<file path="config.mk">
export PLATFORM = sky130hd
export DESIGN_NAME = mcycle_ctrl
export DESIGN_NICKNAME = d
export VERILOG_FILES = /design/src/rtl/mcycle_pkg.sv /design/src/rtl/adder_share_mux.sv /design/src/rtl/mcycle_ctrl.sv
export SDC_FILE = /design/constraint.sdc
export NUM_CORES = 1
export LEC_CHECK = 0
export CORE_AREA = 2 2 153 155
export CTS_BUF_LIST = sky130_fd_sc_hd__clkbuf_4 sky130_fd_sc_hd__clkbuf_8
export CTS_CLUSTER_DIAMETER = 80
export DETAILED_ROUTE_END_ITERATION = 10
export DIE_AREA = 0 0 155 157
export PLACE_DENSITY_LB_ADDON = 0.2
export SLEW_MARGIN = 10
export SYNTH_ARGS = -nofsm -noshare
export SYNTH_HDL_FRONTEND = slang
export SYNTH_SLANG_ARGS = --single-unit
</file>
<file path="constraint.sdc">
create_clock -name CLK -period 4.3 [get_ports CLK]
set_input_delay 0.86 -clock CLK [delete_from_list [all_inputs] [get_ports CLK]]
set_output_delay 0.86 -clock CLK [all_outputs]
set_load 0.03 [all_outputs]
</file>
<file path="src/rtl/mcycle_pkg.sv">
// Shared definitions for the multiply-cycle controller: state encoding and default limits.
package mcycle_pkg;

  typedef enum logic [2:0] {
    ST_IDLE = 3'd0,
    ST_ARM  = 3'd1,
    ST_BUSY = 3'd2,
    ST_DONE = 3'd3,
    ST_ERR  = 3'd4
  } state_t;

  localparam int DEF_WIDTH       = 32;
  localparam int DEF_MAX_CYCLES  = 40;
  localparam int DEF_ARM_TIMEOUT = 4;

  // The multiplier owns the shared adder only while it is armed or running.
  function automatic logic mul_owns_adder(input state_t s);
    return (s == ST_ARM) || (s == ST_BUSY);
  endfunction

endpackage

</file>
<file path="src/rtl/adder_share_mux.sv">
// Combinational 2:1 selector of {A, B, Cin} in front of a shared adder; i_sel=1 picks client 1.
module adder_share_mux #(
  parameter int WIDTH = 32
) (
  input  logic             i_sel,
  input  logic [WIDTH-1:0] i_a0,
  input  logic [WIDTH-1:0] i_b0,
  input  logic             i_cin0,
  input  logic [WIDTH-1:0] i_a1,
  input  logic [WIDTH-1:0] i_b1,
  input  logic             i_cin1,
  output logic [WIDTH-1:0] o_a,
  output logic [WIDTH-1:0] o_b,
  output logic             o_cin
);

  assign o_a   = i_sel ? i_a1   : i_a0;
  assign o_b   = i_sel ? i_b1   : i_b0;
  assign o_cin = i_sel ? i_cin1 : i_cin0;

endmodule

</file>
<file path="src/rtl/mcycle_ctrl.sv">
// Sequences the iterative multiplier for execute: latches operands, holds MUL_EN, watches Busy
// with timeouts, captures the product and stalls the pipeline; also owns the shared adder mux.
module mcycle_ctrl
  import mcycle_pkg::*;
#(
  parameter int WIDTH       = DEF_WIDTH,
  parameter int MAX_CYCLES  = DEF_MAX_CYCLES,
  parameter int ARM_TIMEOUT = DEF_ARM_TIMEOUT
) (
  input  logic             CLK,
  input  logic             Reset,
  input  logic             Start,
  input  logic             MULOp,
  input  logic [WIDTH-1:0] Operand1,
  input  logic [WIDTH-1:0] Operand2,
  output logic             Stall,
  output logic             Done,
  output logic             Error,
  output logic [WIDTH-1:0] Result,
  output logic             MUL_EN,
  output logic             MUL_Op,
  output logic [WIDTH-1:0] MUL_Op1,
  output logic [WIDTH-1:0] MUL_Op2,
  input  logic [WIDTH-1:0] MUL_Result,
  input  logic             MUL_Busy,
  input  logic [WIDTH-1:0] ALU_AddInA,
  input  logic [WIDTH-1:0] ALU_AddInB,
  input  logic             ALU_Cin,
  input  logic [WIDTH-1:0] M_AddInA,
  input  logic [WIDTH-1:0] M_AddInB,
  input  logic             M_Cin,
  output logic [WIDTH-1:0] AddInA,
  output logic [WIDTH-1:0] AddInB,
  output logic             AddCin
);

  localparam int TW = $clog2(MAX_CYCLES + 1);
  localparam logic [TW-1:0] ARM_LAST  = TW'(ARM_TIMEOUT - 1);
  localparam logic [TW-1:0] BUSY_LAST = TW'(MAX_CYCLES - 1);

  state_t           r_state;
  logic [TW-1:0]    r_timer;
  logic             r_mul_en;
  logic             r_done;
  logic             r_error;
  logic [WIDTH-1:0] r_result;
  logic             r_op;
  logic [WIDTH-1:0] r_op1;
  logic [WIDTH-1:0] r_op2;

  logic             w_stall;
  logic             w_sel_mul;

  always_ff @(posedge CLK or posedge Reset) begin
    if (Reset) begin
      r_state  <= ST_IDLE;
      r_timer  <= '0;
      r_mul_en <= 1'b0;
      r_done   <= 1'b0;
      r_error  <= 1'b0;
      r_result <= '0;
      r_op     <= 1'b0;
      r_op1    <= '0;
      r_op2    <= '0;
    end else begin
      r_done  <= 1'b0;
      r_error <= 1'b0;
      case (r_state)
        ST_IDLE: begin
          if (Start) begin
            r_op     <= MULOp;
            r_op1    <= Operand1;
            r_op2    <= Operand2;
            r_mul_en <= 1'b1;
            r_timer  <= '0;
            r_state  <= ST_ARM;
          end
        end
        ST_ARM: begin
          if (MUL_Busy) begin
            r_timer <= '0;
            r_state <= ST_BUSY;
          end else if (r_timer == ARM_LAST) begin
            r_timer  <= '0;
            r_mul_en <= 1'b0;
            r_done   <= 1'b1;
            r_error  <= 1'b1;
            r_result <= '0;
            r_state  <= ST_ERR;
          end else begin
            r_timer <= r_timer + 1'b1;
          end
        end
        ST_BUSY: begin
          // Busy falling is the multiplier's completion handshake.
          if (!MUL_Busy) begin
            r_result <= MUL_Result;
            r_timer  <= '0;
            r_mul_en <= 1'b0;
            r_done   <= 1'b1;
            r_state  <= ST_DONE;
          end else if (r_timer == BUSY_LAST) begin
            r_timer  <= '0;
            r_mul_en <= 1'b0;
            r_done   <= 1'b1;
            r_error  <= 1'b1;
            r_result <= '0;
            r_state  <= ST_ERR;
          end else begin
            r_timer <= r_timer + 1'b1;
          end
        end
        ST_DONE, ST_ERR: begin
          // Start is still high for the retiring instruction; IDLE is the guaranteed MUL_EN-low gap.
          r_timer <= '0;
          r_state <= ST_IDLE;
        end
        default: begin
          r_timer  <= '0;
          r_mul_en <= 1'b0;
          r_state  <= ST_IDLE;
        end
      endcase
    end
  end

  always_comb begin
    w_stall = 1'b0;
    case (r_state)
      ST_IDLE: w_stall = Start;
      ST_ARM,
      ST_BUSY: w_stall = 1'b1;
      default: w_stall = 1'b0;
    endcase
  end

  assign w_sel_mul = mul_owns_adder(r_state);

  adder_share_mux #(
    .WIDTH (WIDTH)
  ) u_adder_mux (
    .i_sel  (w_sel_mul),
    .i_a0   (ALU_AddInA),
    .i_b0   (ALU_AddInB),
    .i_cin0 (ALU_Cin),
    .i_a1   (M_AddInA),
    .i_b1   (M_AddInB),
    .i_cin1 (M_Cin),
    .o_a    (AddInA),
    .o_b    (AddInB),
    .o_cin  (AddCin)
  );

  assign Stall   = w_stall;
  assign Done    = r_done;
  assign Error   = r_error;
  assign Result  = r_result;
  assign MUL_EN  = r_mul_en;
  assign MUL_Op  = r_op;
  assign MUL_Op1 = r_op1;
  assign MUL_Op2 = r_op2;

endmodule

</file>
==> results of run 1 <==
## cell families after synthesis
kind of cell               after synthesis  synth area share
AOI/OAI and AO/OA                       54           0.08721
buffers and inverters                   29           0.03688
muxes                                  130            0.2916
DFF                                    109            0.5432
adders and majority gates                1          0.002492
xor gates and xnor gates                 3          0.005234
and+or+nand+nor                         30           0.03339
## flip-flops by register name (all words and copies together), names as in the netlist
register  count
r_timer       6
MUL_Op1      32
Error         1
MUL_Op        1
Result       32
MUL_EN        1
MUL_Op2      32
Done          1
r_state       3
## final timing paths
kind | cells past startpoint | endpoint | slack, ps
setup / recovery | 5 | AddInB[18] | 610
hold / removal | 1 | Result[2] | 510
setup reg to reg | 7 | Result[27] | 1950
hold reg to reg | 1 | Result[2] | 510
max in group asynchronous | 3 | MUL_Op2[14] | 2570
min in group asynchronous | 2 | MUL_Op2[13] | 920
## per-stage QoR
step | cells | instance area [um2] | utilization | total power [mW]
after detailed placement | 1021 | 9284 | 0.4126 | 6.532
after CTS | 1036 | 9465 | 0.4206 | 7.155
final | 1037 | 9468 | 0.4207 | 7.057
after global placement | 1021 | 9284 | 0.4126 | 6.482
after global routing | 1036 | 9465 | 0.4206 | 7.427
after floorplan | 356 | 5021 | - | 4.574
## per-layer routing
metal | track usage | routed length, um | up-vias
met5 | 0 | 0 | -
met4 | 0.03836 | 218 | 0
met3 | 0.04515 | 1492 | 12
met2 | 0.2453 | 9367 | 188
met1 | 0.1845 | 7870 | 2145
li1 | - | - | 2086
## final cells by class
type                       instances  area, um2
multi-input combinational        218       2121
antenna                            1      2.502
timing repair buffer             403       4054
sequential                       109       2728
clock buffer                       9      123.9
fill                            2063      13040
inverter                           6      25.02
tap                              285      356.6
clock inverter                     6      57.56
## cells in the final DEF, fill, tap and decap left out, types with 2 or more instances in the layout
cell and n:
sky130_fd_sc_hd__o22ai_1 2, sky130_fd_sc_hd__clkbuf_8 9, sky130_fd_sc_hd__o21ai_0 4, sky130_fd_sc_hd__nand2b_1 2
sky130_fd_sc_hd__inv_1 5, sky130_fd_sc_hd__nor3_1 4, sky130_fd_sc_hd__mux2_2 130, sky130_fd_sc_hd__xor2_1 2
sky130_fd_sc_hd__a211oi_1 2, sky130_fd_sc_hd__clkinv_4 2, sky130_fd_sc_hd__nor3b_2 2, sky130_fd_sc_hd__nand2_1 5
sky130_fd_sc_hd__buf_12 3, sky130_fd_sc_hd__buf_4 4, sky130_fd_sc_hd__dfrtp_1 109, sky130_fd_sc_hd__clkinvlp_4 2
sky130_fd_sc_hd__a21oi_1 5, sky130_fd_sc_hd__nor2_1 9, sky130_fd_sc_hd__nand3_1 2, sky130_fd_sc_hd__a21o_1 2
sky130_fd_sc_hd__clkdlybuf4s50_1 396, sky130_fd_sc_hd__a22o_1 32
## power by group through the flow
stage	combinational [mW]	sequential, mW	clock (mW)
after floorplan	1.91	2.66	0
after global placement	4.70	1.78	0
after detailed placement	4.74	1.79	0
after CTS	4.75	1.78	0.622
after global routing	4.93	1.83	0.658
final	4.70	1.77	0.579
## worst max-delay path: cells and delay by family, from the launching register on
family                 cells  cell delay, ps
DFF                        1             500
AOI/OAI and AO/OA          1             450
muxes                      1             370
and+or+nand+nor            1             260
buffers and inverters      2             860
==> out/summary.md, run 1 <==
The switching share of total power was 0.4410. Summed over all instances, the cell type with the most area after synthesis is sky130_fd_sc_hd__dfrtp_1. The critical path arrival was 2830 ps.

The clock reaches the later pin of the worst-skew pair after 380 ps. The most used flip-flop cell after synthesis is sky130_fd_sc_hd__dfrtp_1. The pre-antenna-repair detailed-routing pass consisted of 4 iterations. The row count is 55.

The overall die height is 157 um, and the total length of routed wires is 18950 um. The DRC violations left is 0, and the count of unique library cells instantiated by Yosys is 34. The tools report the clock root buffer master as sky130_fd_sc_hd__clkbuf_8. The tools report the highest clock frequency the design can meet as 271.1 MHz. Across the routed clock network, the largest skew measured is 16.67 ps. The tree built by TritonCTS fans out to 109 sinks. On the critical path, the stage with the largest delay is an instance of sky130_fd_sc_hd__clkdlybuf4s50_1. The tightest slew margin relative to the limit was 0.5236. The critical path starts at r_state[0]. Standard cell core area: 22500 um2. The floorplan die area is 24340 um2, and the iteration-0 DRC count of the detailed router is 131.

Summed over all cells, the static leakage comes to 3.795 nW. Setup violations remaining at the end of the flow were counted as 0. The commonest cells after synthesis are sky130_fd_sc_hd__mux2_2, sky130_fd_sc_hd__dfrtp_1, sky130_fd_sc_hd__a22o_1, sky130_fd_sc_hd__buf_4, sky130_fd_sc_hd__nor2_1. The run gives 4658 as the via count of the first global-routing pass. The pin count of the biggest net entering global routing was 58. The proportion of synthesized chip area in sequential cells is 0.5432, and the global route total overflow is 0. Detailed routing inserted a total of 4431 vias. The final clock period utilization by the worst path works out to 0.8579. The level count of the clock H-tree came out at 3. The run finished with clean final reports.

The run gives 0 as the buffer count from post-CTS setup fixing. The overall die width is 155 um, and the routed length per instance is 18.27 um. The run gives 0 as the number of antenna-violating nets in the routed design. 397 I/O pins were placed. Across the run, the number of max-cap violations was 0. The kind of start point of the critical path was a flop. The first global-routing pass estimated 27520 um of wire.

The critical path in this run is classified as reg2out. Relative to the synthesized area, the layout overhead comes to 88.56%. For the part of the power in registers, the log shows 0.251. In this run the power spent charging and discharging nets is 3.112 mW.

Yosys printed 0 warnings. The final layout contains 979 nets. The total track usage is 0.1467. The worst-case IR drop observed on VDD is 0.3447 mV. The tools report the worst hold slack across all endpoints as 508.7 ps. The largest fanout on the critical path came out at 32.

Dividing the synthesized area by the synthesized cell count gives 14.10 um2. Counting every net in the synthesized netlist gives 588. For the finished layout, the period the worst path requires is 3689 ps.

Synthesis inferred 109 register bits. The count of buffers added on input and output ports is 396. Summing every instance area after synthesis gives 5021 um2. Fraction of synthesized cell area taken by the top area cell type: 0.5432. By instance count, the leading cell after synthesis is sky130_fd_sc_hd__mux2_2. Async set-reset flop share out of synthesis: 1.000. The worst setup path is captured at an output port. Number of antenna violations at the first check in global routing: 1. After clock tree synthesis, the clock-pin slew on the worst setup and hold paths is 100 ps. Once routing completed, OpenROAD measured the worst setup slack at 610.9 ps.

The worst-margin pin slew was 714.5 ps. The tools report the initial core utilization as 0.2231. The fraction of layout instances using a drive strength above 1 works out to 0.2170.

Before CTS, the worst setup slack after placement is 970.9 ps. Proportion of power drawn by combinational gates: 0.666. In this run the power density over the cells is 745.4 nW/um2.

The critical path required time is 3440 ps, and the largest buffer count on any clock path is 2. The biggest cell delay along the critical path is 600 ps, and the vias per cell is 4.273. The critical path goes through nand2b_1, a21oi_4, buf_12, mux2_2, clkdlybuf4s50_1.

The quantity of hold-fixing buffers added after cts was 0; the count of cells resized by post-cts repair was 0. Cell internal power was estimated by the tool at 3.945 mW. After synthesis, the cell types taking the most area are sky130_fd_sc_hd__dfrtp_1, sky130_fd_sc_hd__mux2_2, sky130_fd_sc_hd__a22o_1, sky130_fd_sc_hd__buf_4, sky130_fd_sc_hd__buf_2. Setup repair after global routing left no endpoint under its margin. The final-report max-slew violation count came out at 0. The clock network fraction of design power came out at 0.082. For the final routed database, the setup TNS stands at 0 ps. The tightest min-delay check is of the reg2reg type. The run gives 0.8497 as the last weighted congestion value of the routability-driven placer. The hold path startpoint is Result[2]. Post-synthesis instance total: 356. TritonCTS built the clock tree.

The tools report the count of final hold-check violations as 0. Number of synthesized flops with an enable pin: 0. The reg-to-reg startpoint was r_timer[0]. Buffers inserted during clock tree synthesis total 9. After legalization and detailed placement, the total HPWL measured 15370 um.
Power figures use the tool's default switching activity.
==> run 2: changes to the inputs <==
CORE_AREA = 2 2 154 156   (was 2 2 153 155)
DIE_AREA = 0 0 156 158   (was 0 0 155 157)
==> out/summary.md, run 2 (synthesized netlist as in run 1, its figures left out) <==
Static timing analysis puts the maximum clock frequency at 274.4 MHz. For the via count of the first global-routing pass, the log shows 4567. The tools report the number of setup violations in the final report as 0. Type of element capturing the critical path: an output port. The overall die width works out to 156 um. STA puts the critical path data required time at 3440 ps.

The run gives 0 as the global route total overflow. The type of the worst setup path was reg2out. The core region is 23050 um2. The routed length per instance was 18.17 um. The class of the tightest hold or removal check was reg2reg. The area growth from synthesis to layout is 88.16%. The congestion estimate from routability-driven global placement came to 0.7644. The final clock period utilization by the worst path came out at 0.8475. The initial core utilization came out at 0.2178. After detailed routing, the number of vias per cell comes to 4.226. In this run the clock root is driven by a sky130_fd_sc_hd__clkbuf_8. The count of final hold-check violations was 0; the buffer count from post-CTS setup fixing was 0. The shortest clock period the worst path allows after layout was 3644 ps.

The die covers 24650 um2. The first detailed-routing pass took 4 iterations. The worst-margin pin slew came out at 844.6 ps. The number of inserted diodes was 0. The tools report the worst hold slack across all endpoints as 507.9 ps. The leading cell type in the layout, fill and taps excluded is sky130_fd_sc_hd__clkdlybuf4s50_1.

The worst setup path is launched from a flop. The count of cells resized by post-cts repair was 0. The tools report the layout net count as 977. The share of the core filled with cells in the final layout is 0.4098. Clock-pin slew was measured on the worst setup and hold paths at 110 ps. The tool flagged a number of max-cap violations equal to 0. The highest ir drop seen on vdd was 0.4069 mV; the tightest slew margin relative to the limit was 0.4370. The total clock sinks is 109, and the number of buffers inserted during clock tree synthesis is 9. No sink is reached through more buffers than the 2 on the longest clock path.

The count of buffers added on input and output ports is 396. Clock skew on the completed layout was measured at 17.99 ps. Largest fanout on the critical path: 65. After legalization and detailed placement, the total HPWL measured 15070 um.

The final-report max-slew violation count was 0; the setup TNS was 0 ps. The routed layout has 4395 vias. Once detail routing completed, the nets flagged for antenna violations numbered 0. For the worst setup path, the data arrival time is 2780 ps. Overall die height: 158 um. Power spread over the standard cell area amounts to 745.7 nW/um2. Fill cells in the final layout number 2156. First-pass GRT wire length: 26740 um.

Setup repair after global routing left no endpoint under its margin. The flow ran to the end, and the final reports show no timing, DRC or antenna violations. The quantity of hold-fixing buffers added after cts is 0, and the DRC violations left is 0. For the total track usage, the log shows 0.1436. Entering global routing, the biggest net connects 66 pins. The fraction of layout instances using a drive strength above 1 is 0.2160. TritonCTS built the clock tree. Total cell area at the placement stage: 9263 um2. The tools report the number of antenna violations at the first check in global routing as 0. The boundary pin count was 397; the iteration-0 DRC count of the detailed router was 202. The floorplan has 56 rows. After routing the design area is 9448 um2.

The library cells used most frequently in the layout, excluding fill and tap cells, are sky130_fd_sc_hd__clkdlybuf4s50_1, sky130_fd_sc_hd__mux2_2, sky130_fd_sc_hd__dfrtp_1. The H-tree generated during clock tree synthesis spans 3 levels. The total length of routed wires is 18890 um. The clock insertion delay at the later pin of the skew report was 380 ps.

Summed over all cells, the static leakage comes to 3.794 nW.
## run 2: changes by cell type in the layout (fill, tap and decap cells not counted), sizes merged
cell	delta
inv	+2
clkbuf	+1
diode	-1
clkinvlp	-2
buf	-2
## run 2: path summary, 6_finish.rpt
path,start,to,slack [ps],cells after the start
worst min register to register,Result[0],Result[0],510,1
max in group asynchronous,Reset,MUL_Op2[31],2550,3
worst min-delay path,Result[0],Result[0],510,1
worst max-delay path,r_state[0],AddInB[19],660,5
worst max register to register,r_state[0],MUL_Op2[24],2150,4
min in group asynchronous,Reset,Result[28],990,2
## run 2: final cells by class
cell class                      count  area (um2)  area share
Tap cell                          290       362.8     0.03841
Timing Repair Buffer              401        4026      0.4262
Multi-Input combinational cell    218        2121      0.2245
Clock buffer                       10       131.4     0.01391
Sequential cell                   109        2728      0.2887
Clock inverter                      6       53.80    0.005695
Inverter                            6       25.02    0.002649
## run 2: layer usage
layer	GRT usage	wire [um]	part of all wire	vias to the layer above
met3	0.03367	971	0.051	13
met1	0.1882	8211	0.43	2126
met4	0.03670	250	0.013	0
li1	-	-	-	2081
met2	0.2394	9460	0.50	175
met5	0	0	0	-
## run 2: worst max-delay path, stage by stage, from the launching register on
cell,delay (ps)
sky130_fd_sc_hd__dfrtp_1,520
sky130_fd_sc_hd__nand2b_1,260
sky130_fd_sc_hd__a21oi_4,210
sky130_fd_sc_hd__buf_12,320
sky130_fd_sc_hd__mux2_2,420
sky130_fd_sc_hd__clkdlybuf4s50_1,620
## run 2: stage by stage
stage	instances	total power [mW]	setup slack (ps)
5_1_grt	1040	7.406	530.7
2_1_floorplan	356	4.574	566.1
3_5_place_dp	1024	6.494	954.8
6_report	1040	7.045	655.8
4_1_cts	1040	7.128	627.6
3_3_place_gp	1024	6.450	976.7
## run 2: power by group
group | switching (mW) | internal (mW) | total, mW
combinational | 2.48 | 2.20 | 4.68
sequential | 0.270 | 1.50 | 1.77
clock | 0.369 | 0.229 | 0.598
total | 3.12 | 3.93 | 7.04
==> run 3: changes to the inputs <==
clock period = 3 ns   (was 4.3 ns; I/O delays follow)
==> out/summary.md, run 3 (synthesized netlist as in run 1, its figures left out) <==
The overall die height came out at 158 um. The placed wire-length estimate was 14580 um. The tools report the critical path required time as 2400 ps. The logs give 56 for the row count and 156.4 ps for the placement-stage worst setup slack.

In this run the standard cell core region covers 23050 um2. For the met3 usage, the log shows 0.05721. The fraction of layout instances using a drive strength above 1 was 0.2635; the final worst clock skew was 13.35 ps. The library cells used most frequently in the layout, excluding fill and tap cells, are sky130_fd_sc_hd__clkdlybuf4s50_1, sky130_fd_sc_hd__mux2_2, sky130_fd_sc_hd__dfrtp_1.

The type of element capturing the critical path was an output port. Summing all multi-input logic gate instances after layout gives 2123 um2. At the end of routability-driven placement, the weighted congestion stood at 0.7715. In this run the static leakage power is 3.933 nW. The die covers 24650 um2.

The layer carrying the most global-route usage was met2. The flow ran to the end, and the final reports show no timing, DRC or antenna violations. The clock insertion delay at the later pin of the skew report was 390 ps; the first-pass GRT wire length was 26480 um. The first routing iteration left 127 violations. The critical path goes through nand2b_2, a21oi_4, buf_4, clkbuf_16, mux2_2, clkdlybuf4s15_2. The run gives 4509 as the via count of the first global-routing pass. The tools report the highest ir drop seen on vdd as 0.4432 mV. Static timing analysis puts the maximum clock frequency at 343.3 MHz.

Type of the worst setup path: reg2out. Number of port buffers: 396. The tools report the number of antenna violations at the first check in global routing as 3. The first detailed-routing pass ran for 4 iterations. The pin count of the biggest net entering global routing is 57, and the final clock period utilization by the worst path is 0.9709. Setup repair after global routing could not meet its margin everywhere. The library cell contributing the largest single delay on the critical path is sky130_fd_sc_hd__dfrtp_2.

Setup violations remaining at the end of the flow were counted as 0. Total track usage: 0.1406. The number of clock buffers added by TritonCTS is 9. The reg2reg setup slack was 950 ps. The shortest clock period the worst path allows after layout works out to 2913 ps.

At the pin with the least slew margin, the transition time is 730.0 ps. The quantity of hold-fixing buffers added after cts is 0. Total length of routed wires: 19000 um. The library cell used most frequently in the layout, excluding fill and tap cells, is sky130_fd_sc_hd__clkdlybuf4s50_1. The largest single stage delay on the critical path is 440 ps.

TritonCTS built the clock tree. The tools report the clock root buffer master as sky130_fd_sc_hd__clkbuf_8. The routed length per instance is 18.09 um, and the clock-pin transition on the worst setup and hold timing paths is 110 ps. The layout-stage area growth over the synthesis result is 90.83%, and the setup slack after layout is 87.16 ps. The boundary pin count was 397. On the final layout, the worst hold slack is 512.4 ps. The DRC violations left is 0. The number of violations of the max-capacitance limit came out at 0. The worst setup path is launched from a flop. The number of antenna-violating nets in the routed design came out at 0. The routed layout has 4411 vias. Critical path arrival: 2310 ps. After the last flow step, the layout net total stands at 986. The logs give 0 for the count of final hold-check violations and 2729 um2 for the area occupied by registers.

After filler insertion, the fill cell instance count of the layout stands at 2166. The fraction of met2 tracks used by global routing is 0.2208. The floorplan step set the die width to 156 um. For the initial core utilization, the log shows 0.2178. Of all nets on the critical path, the largest fanout is 16. The total power density per cell area came out at 1061 nW/um2. The final-report max-slew violation count was 0; the level count of the clock H-tree was 3. The met1 capacity usage during global routing was 0.1836.

The total clock sinks was 109; the vias per cell was 4.201. The class of the tightest hold or removal check is reg2reg. The global route total overflow was 0.

For the tightest slew margin relative to the limit, the log shows 0.5123. The largest buffer count on any clock path was 2.
==> run 3: changes by cell type in the layout (fill, tap and decap cells not counted), moves of 3 or more <==
cell / change
sky130_fd_sc_hd__clkinv_8: +3
sky130_fd_sc_hd__clkdlybuf4s15_2: +20
sky130_fd_sc_hd__buf_4: +10
sky130_fd_sc_hd__dlygate4sd2_1: +30
sky130_fd_sc_hd__clkdlybuf4s15_1: +8
sky130_fd_sc_hd__clkdlybuf4s50_1: -65
==> run 3: critical path: cells and delay by family (launching register included) <==
kind | cells | cell delay [ps]
multiplexers | 1 | 350
AO/OA/AOI/OAI | 1 | 280
AND/OR/NAND/NOR | 1 | 230
buffers and inverters | 3 | 620
flip-flops | 1 | 440
==> run 3: where the power goes <==
group | internal (mW) | leakage, nW | switching, mW
Sequential | 2.15 | 1.33 | 0.367
Clock | 0.341 | 0.107 | 0.577
Combinational | 3.11 | 2.50 | 3.62
Total | 5.60 | 3.93 | 4.56
==> run 3: what timing repair did <==
item / CTS / global route
gates cloned: 1 / 2
pin swaps: 0 / 1
endpoints found under the setup margin: 59 / 39
setup buffers: 0 / 3
resized for setup: 111 / 4
==> run 3: path summary, 6_finish.rpt <==
| kind | end | from | depth (start not counted) |
|---|---|---|---|
| worst min-delay path | Result[24] | Result[24] | 1 |
| worst max register to register | Result[8] | r_timer[0] | 7 |
| max in group asynchronous | r_state[1] | Reset | 3 |
| worst max-delay path | AddInA[29] | r_state[1] | 6 |
| worst min register to register | Result[24] | Result[24] | 1 |
| min in group asynchronous | MUL_Op2[25] | Reset | 2 |
==> run 3: metal layers <==
metal,wire length [um],share of wire,up-vias
met4,162,0.0085,6
met3,1660,0.087,16
met5,28,0.0015,-
li1,-,-,2102
met2,8955,0.47,184
met1,8192,0.43,2103
==> run 3: layout make-up <==
class,instances,area share
clock buffers,9,0.01293
clock inverters,7,0.009271
multi-input cells,218,0.2216
diodes,1,0.0002612
repair buffers,410,0.4305
flip-flops and latches,109,0.2848
well taps,290,0.03787
inverters,6,0.002742
==> run 3: metrics by stage <==
step                        util  total power [mW]  area [um2]  TNS, ps  instances
after floorplan                -             6.556        5025        0        356
after global placement    0.4033             9.232        9296        0       1027
after detailed placement  0.4033             9.300        9296        0       1027
after CTS                 0.4133             10.18        9527   -42.74       1044
after global routing      0.4155             10.70        9579   -203.6       1049
final                     0.4157             10.16        9582        0       1050
